===== config.mk =====
export PLATFORM = sky130hd
export DESIGN_NAME = pwm_carrier
export DESIGN_NICKNAME = d
export VERILOG_FILES = /design/src/rtl/pwm_carrier.sv
export SDC_FILE = /design/constraint.sdc
export NUM_CORES = 1
export LEC_CHECK = 0
export ABC_CLOCK_PERIOD_IN_PS = 3890
export BUFFER_PORTS_ARGS = -buffer_cell sky130_fd_sc_hd__clkbuf_2
export CAP_MARGIN = 25
export CELL_PAD_IN_SITES_DETAIL_PLACEMENT = 1
export CELL_PAD_IN_SITES_GLOBAL_PLACEMENT = 1
export CORE_ASPECT_RATIO = 0.7
export CORE_MARGIN = 2
export CORE_UTILIZATION = 45
export CTS_BUF_LIST = sky130_fd_sc_hd__clkbuf_4 sky130_fd_sc_hd__clkbuf_8
export DETAILED_ROUTE_END_ITERATION = 8
export PLACE_DENSITY_LB_ADDON = 0.05
export SLEW_MARGIN = 20
export SYNTH_ARGS = -nofsm -noshare
export SYNTH_HDL_FRONTEND = slang
export SYNTH_SLANG_ARGS = --single-unit

===== constraint.sdc =====
create_clock -name sys_clk -period 3.89 [get_ports sys_clk]
set_input_delay 0.1945 -clock sys_clk [delete_from_list [all_inputs] [get_ports sys_clk]]
set_output_delay 0.1945 -clock sys_clk [all_outputs]
set_load 0.01 [all_outputs]

===== src/rtl/pwm_carrier.sv =====
// rtl/pwm_carrier.sv - parametrised triangle/sawtooth PWM carrier with prescaler, sync and event strobes
// Define PWM_CARRIER_SHADOW_EN to latch divider/carrier_max/mode only at reset, sync and the carrier valley.
module pwm_carrier #(
    parameter int CW = 16,
    parameter int DW = 8
) (
    input  logic          sys_clk,
    input  logic          sys_rst,
    input  logic          sys_ce,
    input  logic [DW-1:0] divider,
    input  logic [CW-1:0] carrier_max,
    input  logic [1:0]    mode,
    input  logic          sync_in,
    output logic [CW-1:0] carrier,
    output logic          dir,
    output logic          evt_valley,
    output logic          evt_peak
);

    localparam logic [1:0] MODE_SAW_UP = 2'b01;
    localparam logic [1:0] MODE_SAW_DN = 2'b10;

    logic [DW-1:0] div_cnt_q, div_cnt_d;
    logic [CW-1:0] carrier_q, carrier_d;
    logic          dir_q, dir_d;
    logic          valley_q, valley_d;
    logic          peak_q, peak_d;

    logic [DW-1:0] div_a;
    logic [CW-1:0] max_a;
    logic [1:0]    mode_a;

    logic          tick;
    logic [CW-1:0] step_carrier;
    logic          step_dir;

    // >= rather than == so a divider shrunk below the running count ticks at once
    assign tick = sys_ce && (div_cnt_q >= div_a);

`ifdef PWM_CARRIER_SHADOW_EN
    logic [DW-1:0] div_sh_q;
    logic [CW-1:0] max_sh_q;
    logic [1:0]    mode_sh_q;
    logic          shadow_load;

    assign shadow_load = sys_rst || sync_in || (tick && (step_carrier == '0));

    always_ff @(posedge sys_clk) begin
        if (shadow_load) begin
            div_sh_q  <= divider;
            max_sh_q  <= carrier_max;
            mode_sh_q <= mode;
        end
    end

    assign div_a  = div_sh_q;
    assign max_a  = max_sh_q;
    assign mode_a = mode_sh_q;
`else
    assign div_a  = divider;
    assign max_a  = carrier_max;
    assign mode_a = mode;
`endif

    always_comb begin
        step_carrier = carrier_q;
        step_dir     = dir_q;
        if (max_a == '0) begin
            step_carrier = '0;
            step_dir     = 1'b1;
        end else begin
            case (mode_a)
                MODE_SAW_UP: begin
                    step_dir     = 1'b1;
                    step_carrier = (carrier_q < max_a) ? carrier_q + 1'b1 : '0;
                end
                MODE_SAW_DN: begin
                    // an out-of-range count simply walks down until it meets max_a
                    step_dir     = 1'b0;
                    step_carrier = (carrier_q > '0) ? carrier_q - 1'b1 : max_a;
                end
                default: begin
                    if ((carrier_q > max_a) || (dir_q && (carrier_q == max_a))) begin
                        step_carrier = max_a - 1'b1;
                        step_dir     = 1'b0;
                    end else if (dir_q) begin
                        step_carrier = carrier_q + 1'b1;
                    end else if (carrier_q > '0) begin
                        step_carrier = carrier_q - 1'b1;
                    end else begin
                        step_carrier = CW'(1);
                        step_dir     = 1'b1;
                    end
                end
            endcase
        end
    end

    always_comb begin
        div_cnt_d = div_cnt_q;
        carrier_d = carrier_q;
        dir_d     = dir_q;
        valley_d  = 1'b0;
        peak_d    = 1'b0;
        if (sync_in) begin
            div_cnt_d = '0;
            carrier_d = '0;
            dir_d     = 1'b1;
            valley_d  = 1'b1;
        end else if (sys_ce) begin
            div_cnt_d = tick ? '0 : div_cnt_q + 1'b1;
            if (tick) begin
                carrier_d = step_carrier;
                dir_d     = step_dir;
                valley_d  = (step_carrier == '0);
                peak_d    = (step_carrier == max_a);
            end
        end
    end

    always_ff @(posedge sys_clk) begin
        if (sys_rst) begin
            div_cnt_q <= '0;
            carrier_q <= '0;
            dir_q     <= 1'b1;
            valley_q  <= 1'b0;
            peak_q    <= 1'b0;
        end else begin
            div_cnt_q <= div_cnt_d;
            carrier_q <= carrier_d;
            dir_q     <= dir_d;
            valley_q  <= valley_d;
            peak_q    <= peak_d;
        end
    end

    assign carrier    = carrier_q;
    assign dir        = dir_q;
    assign evt_valley = valley_q;
    assign evt_peak   = peak_q;

endmodule


Word level (Yosys, flattened, before mapping)
Cells that the tools add are included.
Storage, ports and cells
  memory bits (writable): 0
  output and inout bits: 19
  register bits: 27
  memories: 0
  memory bits (read-only): 0
  latch bits: 0
  word-level logic and storage cells: 43
Operators by class
  div/mod/pow operators: 0
  eq/ne operators: 4
  multiply operators: 0
  magnitude comparators: 4
  muxes and demuxes: 16
  shift operators: 0
  add/subtract/negate cells: 4
  reductions and logical operators: 8
  bitwise operators: 2
Operator list (number)
  16-bit two-way mux: 6
  16-bit equality test: 2
  16-bit logical NOT: 2
  16-bit case mux with 2 select lines: 1
  16-bit by 1-bit subtractor with 16-bit output (second input constant): 2
  16-bit by 1-bit adder with 16-bit output (second input constant): 1
  16-bit by 1-bit greater-than comparator with 1-bit output (second input constant): 1
  16-bit greater-than comparator: 1
  16-bit < comparator: 1
  8-bit by 1-bit adder with 8-bit output (second input constant): 1
  8-bit greater-or-equal comparator: 1
  8-bit two-way mux: 1
  1-bit two-way mux: 7
  4-bit OR reduction: 1
  2-bit by 1-bit equality test with 1-bit output (second input constant): 1
  2-bit equality test (second input constant): 1
  1-bit logical AND: 2
  1-bit NOT: 2
  1-bit case mux with 2 select lines: 1
  2-bit AND reduction: 1
  2-bit OR reduction: 1
  1-bit logical OR: 1

Longest topological paths before layout
  depth in word-level cells: 10
  mapped depth: 14
  gate-level depth less buffers: 11

Worst setup path before layout
No wires, ideal clock.
  kind: input-to-reg
  start: input carrier_max[10]
  end: register valley_q, in the netlist evt_valley
  setup time: 0.092 ns
  data required time: 3.798 ns
  stages: 12
  setup slack: 0.729 ns
  arrival: 3.069 ns
  cells stage by stage: clkbuf_1 -> inv_1 -> ha_1 -> nand4_1 -> or3_1 -> or3_1 -> o31a_1 -> buf_2 -> a221oi_1 -> o211ai_1 -> or4_1 -> o32ai_1
On the way
  word-level cells in the longest chain between the ends: 10
  elaborated cells between the ends (all ways): 16
  those cells by class: 1 x add/sub; 2 x order compare; 1 x eq/ne; 8 x mux; 4 x reduce/logical
Ends and longest elaborated chain
  start: declaration: RTL line 11  | input logic [CW-1:0] carrier_max,
  parallel branches: the longest is 5 deep, another holds 16-bit greater-than comparator
  16-bit two-way mux (*): RTL line 68  | if (max_a == '0) begin
  16-bit logical NOT (*): RTL line 115  | valley_d = (step_carrier == '0);
  1-bit two-way mux (*): RTL line 112  | if (tick) begin
  1-bit two-way mux (*): RTL line 110  | end else if (sys_ce) begin
  1-bit two-way mux (*): RTL line 105  | if (sync_in) begin
  end signal: assignment: RTL line 132  | valley_q <= valley_d;
  end: declaration: RTL line 26  | logic valley_q, valley_d;
Mark *: on every way between the ends.
A chain may end at the register's enable or synchronous reset.

Worst setup path after layout
  start: register carrier_q[0], in the netlist carrier[0]
  end: register peak_q, in the netlist evt_peak
On the way
  word-level cells in the longest chain between the ends: 7
  elaborated cells between the ends (all ways): 16
  those cells by class: 2 x add/sub; 3 x order compare; 2 x eq/ne; 7 x mux; 2 x reduce/logical
Ends and longest elaborated chain
  start: declaration: RTL line 24  | logic [CW-1:0] carrier_q, carrier_d;
  start signal: assignment: RTL line 130  | carrier_q <= carrier_d;
  16-bit by 1-bit subtractor with 16-bit output (tied with other cells): RTL line 80, 89
  16-bit two-way mux or 1-bit logical AND (tied branches): RTL line 88, 83
  16-bit two-way mux or 1-bit logical OR (tied branches): RTL line 86, 83
  16-bit two-way mux: RTL line 83  | if ((carrier_q > max_a) || (dir_q && (carrier_q == max_a))) begin
  16-bit case mux with 2 select lines (*): RTL line 72  | case (mode_a)
  16-bit two-way mux (*): RTL line 68
  16-bit equality test (*): RTL line 116  | peak_d = (step_carrier == max_a);
  end signal: assignment: RTL line 133  | peak_q <= peak_d;
  end: declaration: RTL line 27  | logic peak_q, peak_d;
Every way passes the cells marked *; elsewhere a longest branch is shown, timed or not.

==> summary.txt <==
Placement
  – GPL Wtd Cong: 0.969
  – DP HPWL: 14500 um
  – Placed Area: 0.00466 mm2
  – DP Worst Slack: 0.167 ns
  – Port Buf Inserts: 48

Worst setup path
  – CP peak stage delay: 0.66 ns
  – Crit. End Element: flip-flop
  – Flop-to-flop setup slack: 0.21 ns
  – CP Data Arrival Time: 3.93 ns
  – Critical path peak fanout: 6
  – Worst path bufs/invs: 2
  – Worst R2R Path Depth: 12
  – Reg-to-Reg End: evt_peak$_SDFF_PP0_
  – Crit-path cells: inv_1 -> ha_1 -> or3b_2 -> nor3_1 -> xor2_1 -> a22oi_1 -> and3_1 -> nor4_1 -> buf_4 -> o211a_1 -> and4b_1 -> and4_1
  – CP delay by family, top: simple AND/OR/NAND/NOR gates
  – CP max-delay cell: nor4_1
  – Reg2Reg Launch Point: carrier[0]$_SDFFE_PP0P_
  – WS Path Type: flip-flop to flip-flop
  – CP required: 4.14 ns
  – Worst setup SP type: flip-flop

Global route
  – Global route overflow: 0
  – First-pass GRT wire length: 27600 um
  – Number of global-route vias before repair: 4579
  – Initial antenna violation count: 1
  – Global Route Usage Sum: 36.2%
  – Largest net degree at the start of global routing: 22

Flow run
  – Number of max-cap violations: 0

Final layout
  – Layout cells sized above 1: 20.6%
  – Seq. cell area: 541 um2
  – Area growth syn-to-layout: 15.5%
  – Cell area after layout: 0.00471 mm2
  – Layout fillers: 1173
  – NumNets Final: 674
  – Multi-input logic area: 0.00320 mm2
  – Diode count: 0

Outcome
  – Status: complete, no violations

Power and ir drop
  – Comb power frac: 36.0%
  – Net Sw Frac: 37.4%
  – Power Density: 155 mW/mm2
  – Seq pwr share: 38.2%
  – NetSw: 273 uW
  – Worst vdd rail ir drop: 121 uV
  – Pint: 457 uW
  – Leak: 0.00214 uW
  – Clock share of power: 25.8%

Clock network
  – Worst-Skew Late Latency: 0.30 ns
  – Post-CTS Resized: 0
  – Post-CTS Hold Fix Bufs: 0
  – CTS tree: done
  – CTS H-tree lvls: 1
  – Setup Fix Bufs, Post-CTS: 0
  – CTS Buffer Depth: 2
  – Clock Tree Root: clkbuf_8
  – Clock sink count: 27
  – Reg clk slew, reported paths: 0.11 ns
  – CTS buffer count: 3

Synthesis
  – Cell Area, Synth: 0.00408 mm2
  – Post-synthesis async set-or-reset flop share: 0%
  – Unique cell type count in the Yosys netlist: 68
  – Most instantiated cells after synthesis: nor2_1, xnor2_1, inv_1
  – Top cell type's share of synthesized area: 13.3%
  – Largest area contributor in the synthesized netlist: dfxtp_1
  – Synth warnings: 0
  – Dominant synthesized flop cell: dfxtp_1
  – Synth Instances: 552
  – Seq/Total Area, Yosys: 13.3%
  – Most frequent cell after synthesis: nor2_1
  – Leading post-synthesis cells by cell area: dfxtp_1, ha_1, xnor2_1, mux2i_1, nor2_1
  – EDFF count, synth: 0
  – Syn_area_per_cell: 7.38 um2
  – Syn Nets: 613
  – Synthesized flop and latch total: 27

Timing
  – Period utilisation layout: 94.7%
  – Slew Limit Fails: 0
  – Number of hold violations in the final report: 0
  – Setup TNS: 0 ns
  – Slew headroom: 46.6%
  – Final setup fails: 0
  – Slew @ Worst Pin: 0.794 ns
  – Min Tclk post-route: 3.68 ns
  – Clock skew: 0.00779 ns
  – RSZ-0062 raised after global routing: false
  – F_max: 272 MHz
  – Worst setup margin: 0.207 ns

Detailed routing
  – 1st-iter DRT viols: 531
  – Vias: 4747
  – Routed Antenna Nets: 0
  – Routed wire length: 18000 um
  – Initial DRT Pass Iterations: 5
  – Drt drc: 0
  – WL per Instance: 24.5 um
  – DR vias/cell: 6.45

Die
  – Core region area: 0.00893 mm2
  – Chip width: 118 um
  – Initial core utilization: 45.7%
  – Total die area: 0.00985 mm2
  – Height of the die: 83.6 um
  – Row count: 29
  – IO Pins: 49

Hold path
  – Hold Path Stages: 2
  – Worst Hold Path EP: evt_valley$_SDFF_PP0_
  – Worst hold-check path type: primary input to flip-flop
  – Hold Path Origin: sys_rst
## state kept, by name, indices dropped and copies added (netlist names)
register and cells:
evt_valley 1, dir 1, carrier 16, div_cnt_q 8, evt_peak 1
## kinds of logic after synthesis
group,Yosys count,synth area share (%)
XOR/XNOR,50,10.7
AO/OA/AOI/OAI,140,24.7
buffers and inverters,80,8.11
AND/OR/NAND/NOR,194,26.1
multiplexers,30,7.52
adder cells (fa/ha/maj),31,9.52
flip-flops,27,13.3
## area by class of cell
cell class | instances | area share [%]
timing repair buffer | 98 | 13.1
sequential | 27 | 11.5
tap | 124 | 3.30
clock buffer | 4 | 1.04
multi-input combinational | 445 | 68.1
inverter | 38 | 3.03
## stage by stage
stage	instances	hold WS, ns	utilization, %	power [uW]
after global placement	732	0.456	52.2	535
after floorplan	552	0.303	-	431
after CTS	736	0.138	52.7	728
final	736	0.143	52.7	731
after global routing	736	0.154	52.7	768
after detailed placement	732	0.461	52.2	537
## worst max-delay path by stage
stage	cells after the start	start	slack, ns	end
after floorplan	12	carrier_max[10]	0.73	evt_valley$_SDFF_PP0_
after global placement	13	carrier_max[13]	0.27	evt_peak$_SDFF_PP0_
after detailed placement	13	carrier_max[13]	0.17	evt_peak$_SDFF_PP0_
after CTS	11	carrier[15]$_SDFFE_PP0P_	0.28	evt_peak$_SDFF_PP0_
after global routing	11	carrier[15]$_SDFFE_PP0P_	0.08	evt_peak$_SDFF_PP0_
final	12	carrier[0]$_SDFFE_PP0P_	0.21	evt_peak$_SDFF_PP0_
## layer usage
layer  track usage (%)  wire (um)  vias up
li1                  -          -     2184
met1              53.3       8230     2263
met2              51.7       7310      268
met3              10.0       2170       32
met4              8.32        331        0
met5                 0          0        -
## power by group through the flow
stage          Sequential (uW)  Combinational (uW)  Clock [uW]
6_report                   279                 263         189
5_1_grt                    280                 281         207
4_1_cts                    279                 254         195
3_5_place_dp               286                 252           0
3_3_place_gp               285                 250           0
2_1_floorplan              285                 146           0
## worst reg2reg max path: stages, from the launching register on
cell and delay (ns):
dfxtp_1 0.34, inv_1 0.11, ha_1 0.34, or3b_2 0.60, nor3_1 0.23, xor2_1 0.29
a22oi_1 0.13, and3_1 0.20, nor4_1 0.66, buf_4 0.25, o211a_1 0.13, and4b_1 0.17
and4_1 0.18
## cell usage in the layout, fill, tap and decap left out, drive strengths merged, types with 11 or more instances in the layout
cell	instances
clkbuf	52
buf	50
nor2	46
xnor2	38
inv	37
nand2	31
a21oi	31
ha	31
dfxtp	27
mux2i	25
nand4	21
nor3	21
nand3	18
o21ai	17
a211oi	13
xor2	12
and4	11
a31oi	11
nor4	11
Power figures use the tool's default switching activity.
